File: config.mk
export PLATFORM = sky130hd
export DESIGN_NAME = icache_dm
export DESIGN_NICKNAME = d
export VERILOG_FILES = /design/src/rtl/icache_dm.sv
export SDC_FILE = /design/constraint.sdc
export NUM_CORES = 2
export LEC_CHECK = 0
export ABC_CLOCK_PERIOD_IN_PS = 11500
export CORE_AREA = 3 3 554 556
export CTS_BUF_LIST = sky130_fd_sc_hd__clkbuf_2
export DETAILED_ROUTE_END_ITERATION = 8
export DIE_AREA = 0 0 557 559
export GPL_ROUTABILITY_DRIVEN = 1
export MAX_ROUTING_LAYER = met4
export PLACE_DENSITY = 0.64
export SLEW_MARGIN = 40
export SYNTH_ARGS = -nofsm -noshare
export SYNTH_HDL_FRONTEND = slang
export SYNTH_SLANG_ARGS = --single-unit
File: constraint.sdc
create_clock -name clk -period 11.5 [get_ports clk]
set_clock_uncertainty 0.1 [all_clocks]
set_input_delay 2.3 -clock clk [delete_from_list [all_inputs] [get_ports clk]]
set_output_delay 2.3 -clock clk [all_outputs]
set_load 0.02 [all_outputs]
File: src/rtl/icache_dm.sv
// Direct-mapped, one-word-per-line instruction cache between IF and the memory controller.
// Optional `ICACHE_FENCE_EN adds fence_i_i, which invalidates every line.
module icache_dm #(
  parameter int unsigned INDEX_BITS = 6
) (
  input  logic        clk,
  input  logic        rst,
  input  logic        pc_valid_i,
  input  logic [31:0] pc_i,
  input  logic        flush_i,
`ifdef ICACHE_FENCE_EN
  input  logic        fence_i_i,
`endif
  output logic        stall_o,
  output logic        inst_valid_o,
  output logic [31:0] inst_o,
  output logic        mc_req_o,
  output logic [31:0] mc_addr_o,
  input  logic        mc_busy_i,
  input  logic [31:0] mc_data_i
);

  localparam int unsigned TAG_BITS = 30 - INDEX_BITS;
  localparam int unsigned Lines    = 1 << INDEX_BITS;

  localparam logic [2:0] StIdle     = 3'd0;
  localparam logic [2:0] StLookup   = 3'd1;
  localparam logic [2:0] StMissReq  = 3'd2;
  localparam logic [2:0] StMissWait = 3'd3;
  localparam logic [2:0] StResp     = 3'd4;

  logic [2:0]          state_q, state_d;
  logic [29:0]         req_q, req_d;
  logic [31:0]         mc_addr_q, mc_addr_d;
  logic                drop_q, drop_d;
  logic                first_q, first_d;
  logic [Lines-1:0]    valid_q;
  logic [TAG_BITS-1:0] tag_mem [Lines];
  logic [31:0]         data_mem [Lines];

  logic [INDEX_BITS-1:0] idx;
  logic [TAG_BITS-1:0]   req_tag;
  logic                  hit, fill, ready, accept, fence_now, rest_state;
  logic [1:0]            unused_pc_lsb;

  assign unused_pc_lsb = pc_i[1:0];
  assign idx        = req_q[INDEX_BITS-1:0];
  assign req_tag    = req_q[29:INDEX_BITS];
  assign hit        = valid_q[idx] && (tag_mem[idx] == req_tag);
  assign rest_state = (state_q == StIdle) || (state_q == StResp);
  // Busy is ignored in the first wait cycle: the controller raises it a cycle after the pulse.
  assign fill       = (state_q == StMissWait) && !first_q && !mc_busy_i;

`ifdef ICACHE_FENCE_EN
  logic fence_pend_q, fence_pend_d;
  assign fence_now    = rest_state && (fence_i_i || fence_pend_q);
  assign fence_pend_d = fence_now ? 1'b0 : (fence_pend_q || fence_i_i);

  always_ff @(posedge clk or posedge rst) begin
    if (rst) fence_pend_q <= 1'b0;
    else     fence_pend_q <= fence_pend_d;
  end
`else
  assign fence_now = 1'b0;
`endif

  assign ready   = (rest_state || ((state_q == StLookup) && hit && !flush_i)) && !fence_now;
  assign stall_o = !ready;
  assign accept  = pc_valid_i && ready && !flush_i;

  always_comb begin
    state_d   = state_q;
    req_d     = accept ? pc_i[31:2] : req_q;
    mc_addr_d = mc_addr_q;
    drop_d    = drop_q;
    first_d   = 1'b0;
    case (state_q)
      StIdle, StResp: state_d = accept ? StLookup : StIdle;
      StLookup: begin
        if (flush_i) begin
          state_d = StIdle;
        end else if (hit) begin
          state_d = accept ? StLookup : StIdle;
        end else begin
          state_d   = StMissReq;
          mc_addr_d = {req_q, 2'b00};
        end
      end
      StMissReq: begin
        state_d = StMissWait;
        first_d = 1'b1;
        if (flush_i) drop_d = 1'b1;
      end
      StMissWait: begin
        if (fill) begin
          // A flush in the completion cycle also discards the response.
          state_d = (drop_q || flush_i) ? StIdle : StResp;
          drop_d  = 1'b0;
        end else if (flush_i) begin
          drop_d = 1'b1;
        end
      end
      default: state_d = StIdle;
    endcase
  end

  always_ff @(posedge clk or posedge rst) begin
    if (rst) begin
      state_q   <= StIdle;
      req_q     <= '0;
      mc_addr_q <= '0;
      drop_q    <= 1'b0;
      first_q   <= 1'b0;
    end else begin
      state_q   <= state_d;
      req_q     <= req_d;
      mc_addr_q <= mc_addr_d;
      drop_q    <= drop_d;
      first_q   <= first_d;
    end
  end

  always_ff @(posedge clk or posedge rst) begin
    if (rst) begin
      valid_q <= '0;
    end else if (fence_now) begin
      valid_q <= '0;
    end else if (fill) begin
      valid_q[idx] <= 1'b1;
    end
  end

  always_ff @(posedge clk) begin
    if (fill) begin
      tag_mem[idx]  <= req_tag;
      data_mem[idx] <= mc_data_i;
    end
  end

  assign inst_valid_o = (((state_q == StLookup) && hit) || (state_q == StResp)) && !flush_i;
  assign inst_o       = inst_valid_o ? data_mem[idx] : 32'h0;
  assign mc_req_o     = (state_q == StMissReq);
  assign mc_addr_o    = mc_addr_q;

endmodule
==> impl_results.md <==
- IO Pins: 136
- Gr usage total: 0.3038
- Slowest stage delay, CP: 830 ps
- Status: finished with violations
- CP Max Fanout: 25
- Syn Inst Count: 7309
- Initial DRC Count: 13.99k
- GP Congestion: 0.8609
- Htree depth: 6
- Unique masters post-synth: 89
- DR vias/cell: 6.620
- Post-placement cell count: 11.28k
- CTS Buffer Depth: 4
- Vias: 85.16k
- Worst-path clk slew: 100 ps
- Critical path arrival: 9190 ps
- Finished Layout Cells: 12.86k
- CP max-delay cell: dfrtp_4
- Post-synth EDFFs: 3584
- Final period util: 1.008
- Worst endpoint required time: 9100 ps
- Synth top area share: 0.7745
- Syn avg cell area: 19.01 µm²
- Setup crit start kind: flip-flop
- Antenna violations before repair: 31
- Starting density of the core: 0.4593
- Synthesized area: 138900 µm²
- First-pass GRT wire length: 641200 µm
- Filler Cell Count: 24.41k
- Multi-input gate area: 26590 µm²
- Synth Register Bits: 3713
- FF/Latch Area: 110900 µm²
- Most used flip-flop cell after synthesis: edfxtp_1
- Kind of critical path: reg -> out
- Die X: 557 µm
- Power Dens Cells: 234.6 nW/µm²
- Max Slew Vio Count: 0
- Final hold violation count: 0
- Layout Nets: 8245
- Worst path cell trace: buf_4 -> nand2b_1 -> buf_4 -> o22ai_1 -> or3_1 -> a2111o_1 -> nor4_1 -> o22ai_1 -> nor4_4 -> a41oi_1 -> nand2b_4 -> inv_1 -> and3_1 -> clkdlybuf4s50_1
- Worst flop-to-flop path endpoint: mc_addr_o[18]
- Min-Delay Path Class: reg -> reg
- Clock Tree Root: clkbuf_2
- ANT nets after route: 0
- Share of layout cells above drive strength 1: 0.2677
- Core area: 302500 µm²
- Final setup fails: 3
- Pre-CTS setup slack: 2158 ps
- FF-to-FF path depth: 14
- First-pass iteration count of the detailed router: 6
- Hold EP: state_q[2]
- P_leak: 50.84 nW
- Setup TNS: -195.3 ps
- Worst slew margin: 0.3277
- Maxcap violations: 0
- Core Rows: 202
- Failing checks: setup timing
- Min-delay src: drop_q
- I/O Buffers: 131
- Overflow after GRT: 0
- Max frequency: 86.30 MHz
- Syn-to-layout area delta: 11.49%
- Crit. End Element: output pin
- Fin crit period: 11590 ps
- Routed WL: 470200 µm
- Post-DP HPWL: 244800 µm
- Setup slack after layout: -87.65 ps
- DRC: 0
- Async SR Flop Fraction: 0.03474
- Commonest non-fill, non-tap cell in the layout: edfxtp_1
- DIE AREA: 311400 µm²
- Fin Hold WS: 348.8 ps
- Clk_lat worst skew: 2180 ps
- Post-CTS setup buffers: 0
- Die Y: 559 µm
- Num CTS Buffers: 875
- CTS tree: done
- Reg2reg setup slack: 4710 ps
- Area contributors post-synth: edfxtp_1 (77%), o22ai_1 (3.9%), mux4_2 (3.5%)
- VDD IR max: 0.1529 mV
- Post-synth top area cell: edfxtp_1
- Worst-Margin Slew: 1009 ps
- DR WL/cell: 36.55 µm
- Commonest cells after routing, fill and taps aside: edfxtp_1 (3584), clkbuf_2 (1276), o22ai_1 (876), mux2i_1 (342), buf_4 (264)
- Reg2reg start: req_q[0]
- Pin count of the biggest net entering global routing: 92
- Post-synthesis sequential area ratio: 0.7978
- Final core occ: 0.5121
- Vias in the first global route: 82.00k
- Hold Path Stages: 1
- Syn. warnings: 0
- CTS Sinks: 3713
- # hold bufs at CTS: 0
## area by class of cell
type / count / area share
sequential: 3713 / 0.7159
antenna: 50 / 0.0008077
timing repair buffer: 454 / 0.02862
tap: 3978 / 0.03213
clock inverter: 261 / 0.009369
multi-input combinational: 3122 / 0.1716
inverter: 10 / 0.0002908
clock buffer: 1276 / 0.04122
## power breakdown
part	internal (mW)	switching (mW)
registers	15.9	0.441
logic	3.70	7.81
clock network	3.24	5.21
## sequential cells by signal (all words and copies together) (netlist names)
| name | flops |
|---|---|
| req_q | 30 |
| mc_addr_o | 30 |
| data_mem | 2048 |
| tag_mem | 1536 |
| state_q | 3 |
| valid_q | 64 |
| drop_q | 1 |
| first_q | 1 |
## per-stage QoR
stage	total power [mW]	cell area [µm²]
finish	36.34	154900
global route	37.45	154900
CTS	36.09	154700
detailed placement	27.83	146900
global placement	27.65	146200
floorplan	23.05	139000
## synthesized netlist by cell type (all sizes together) (18+ instances only)
| library cell | count |
|---|---|
| a211oi | 19 |
| edfxtp | 3584 |
| nor4 | 113 |
| nor2 | 171 |
| buf | 231 |
| a22o | 30 |
| nand3b | 21 |
| or2 | 67 |
| o221ai | 124 |
| nand3 | 62 |
| a221oi | 51 |
| mux4 | 219 |
| dfrtp | 129 |
| clkbuf | 234 |
| mux2i | 342 |
| o22ai | 876 |
| o21ai | 85 |
| o31ai | 25 |
| and3 | 24 |
| a22oi | 111 |
| a21oi | 93 |
| o22a | 51 |
| nand2 | 79 |
| nor3 | 97 |
| nand2b | 18 |
| mux2 | 217 |
## worst max-delay path, delay by kind of cell, from the launching register on
| kind | cells | cell delay, ps |
|---|---|---|
| buffers and inverters | 4 | 2150 |
| flip-flops | 1 | 830 |
| AND/OR/NAND/NOR | 6 | 2790 |
| AO/OA/AOI/OAI | 4 | 1330 |
## layer usage
layer  share of wire  vias up  wire length [µm]  GRT usage
met1            0.36    43570            168300     0.3960
li1                -    32990                 -          -
met2            0.46     7290            214200     0.4477
met5               0        -                 0          -
met4           0.048        0             22570     0.1311
met3            0.14     1308             65210    0.08576
## what timing repair did
action                     in CTS  in global routing
resized for setup               0                  1
setup endpoints to repair       0                  3
hold endpoints to repair        0                  0
## how the worst max path moves through the flow
stage	start	end	slack [ps]	cells past startpoint
after CTS	req_q[5]	inst_o[27]	40	14
after global placement	req_q[5]	inst_o[30]	1970	13
after floorplan	req_q[0]	inst_o[11]	5410	14
final	req_q[0]	inst_o[27]	-90	14
after global routing	req_q[0]	inst_o[27]	-3	14
after detailed placement	req_q[5]	inst_o[27]	2160	14
## cell families (layout without fill, tap and decap cells)
kind of cell,count (synthesis),count (layout),synth area share
other cells,1,52,0.00002699
compound gates,1568,1568,0.07672
mux,778,778,0.07858
flops,3713,3713,0.7978
buf+inv,475,2001,0.01581
simple gates,769,769,0.03076
xor+xnor,5,5,0.0003152
Note: power is estimated with default switching activity, not from simulation.
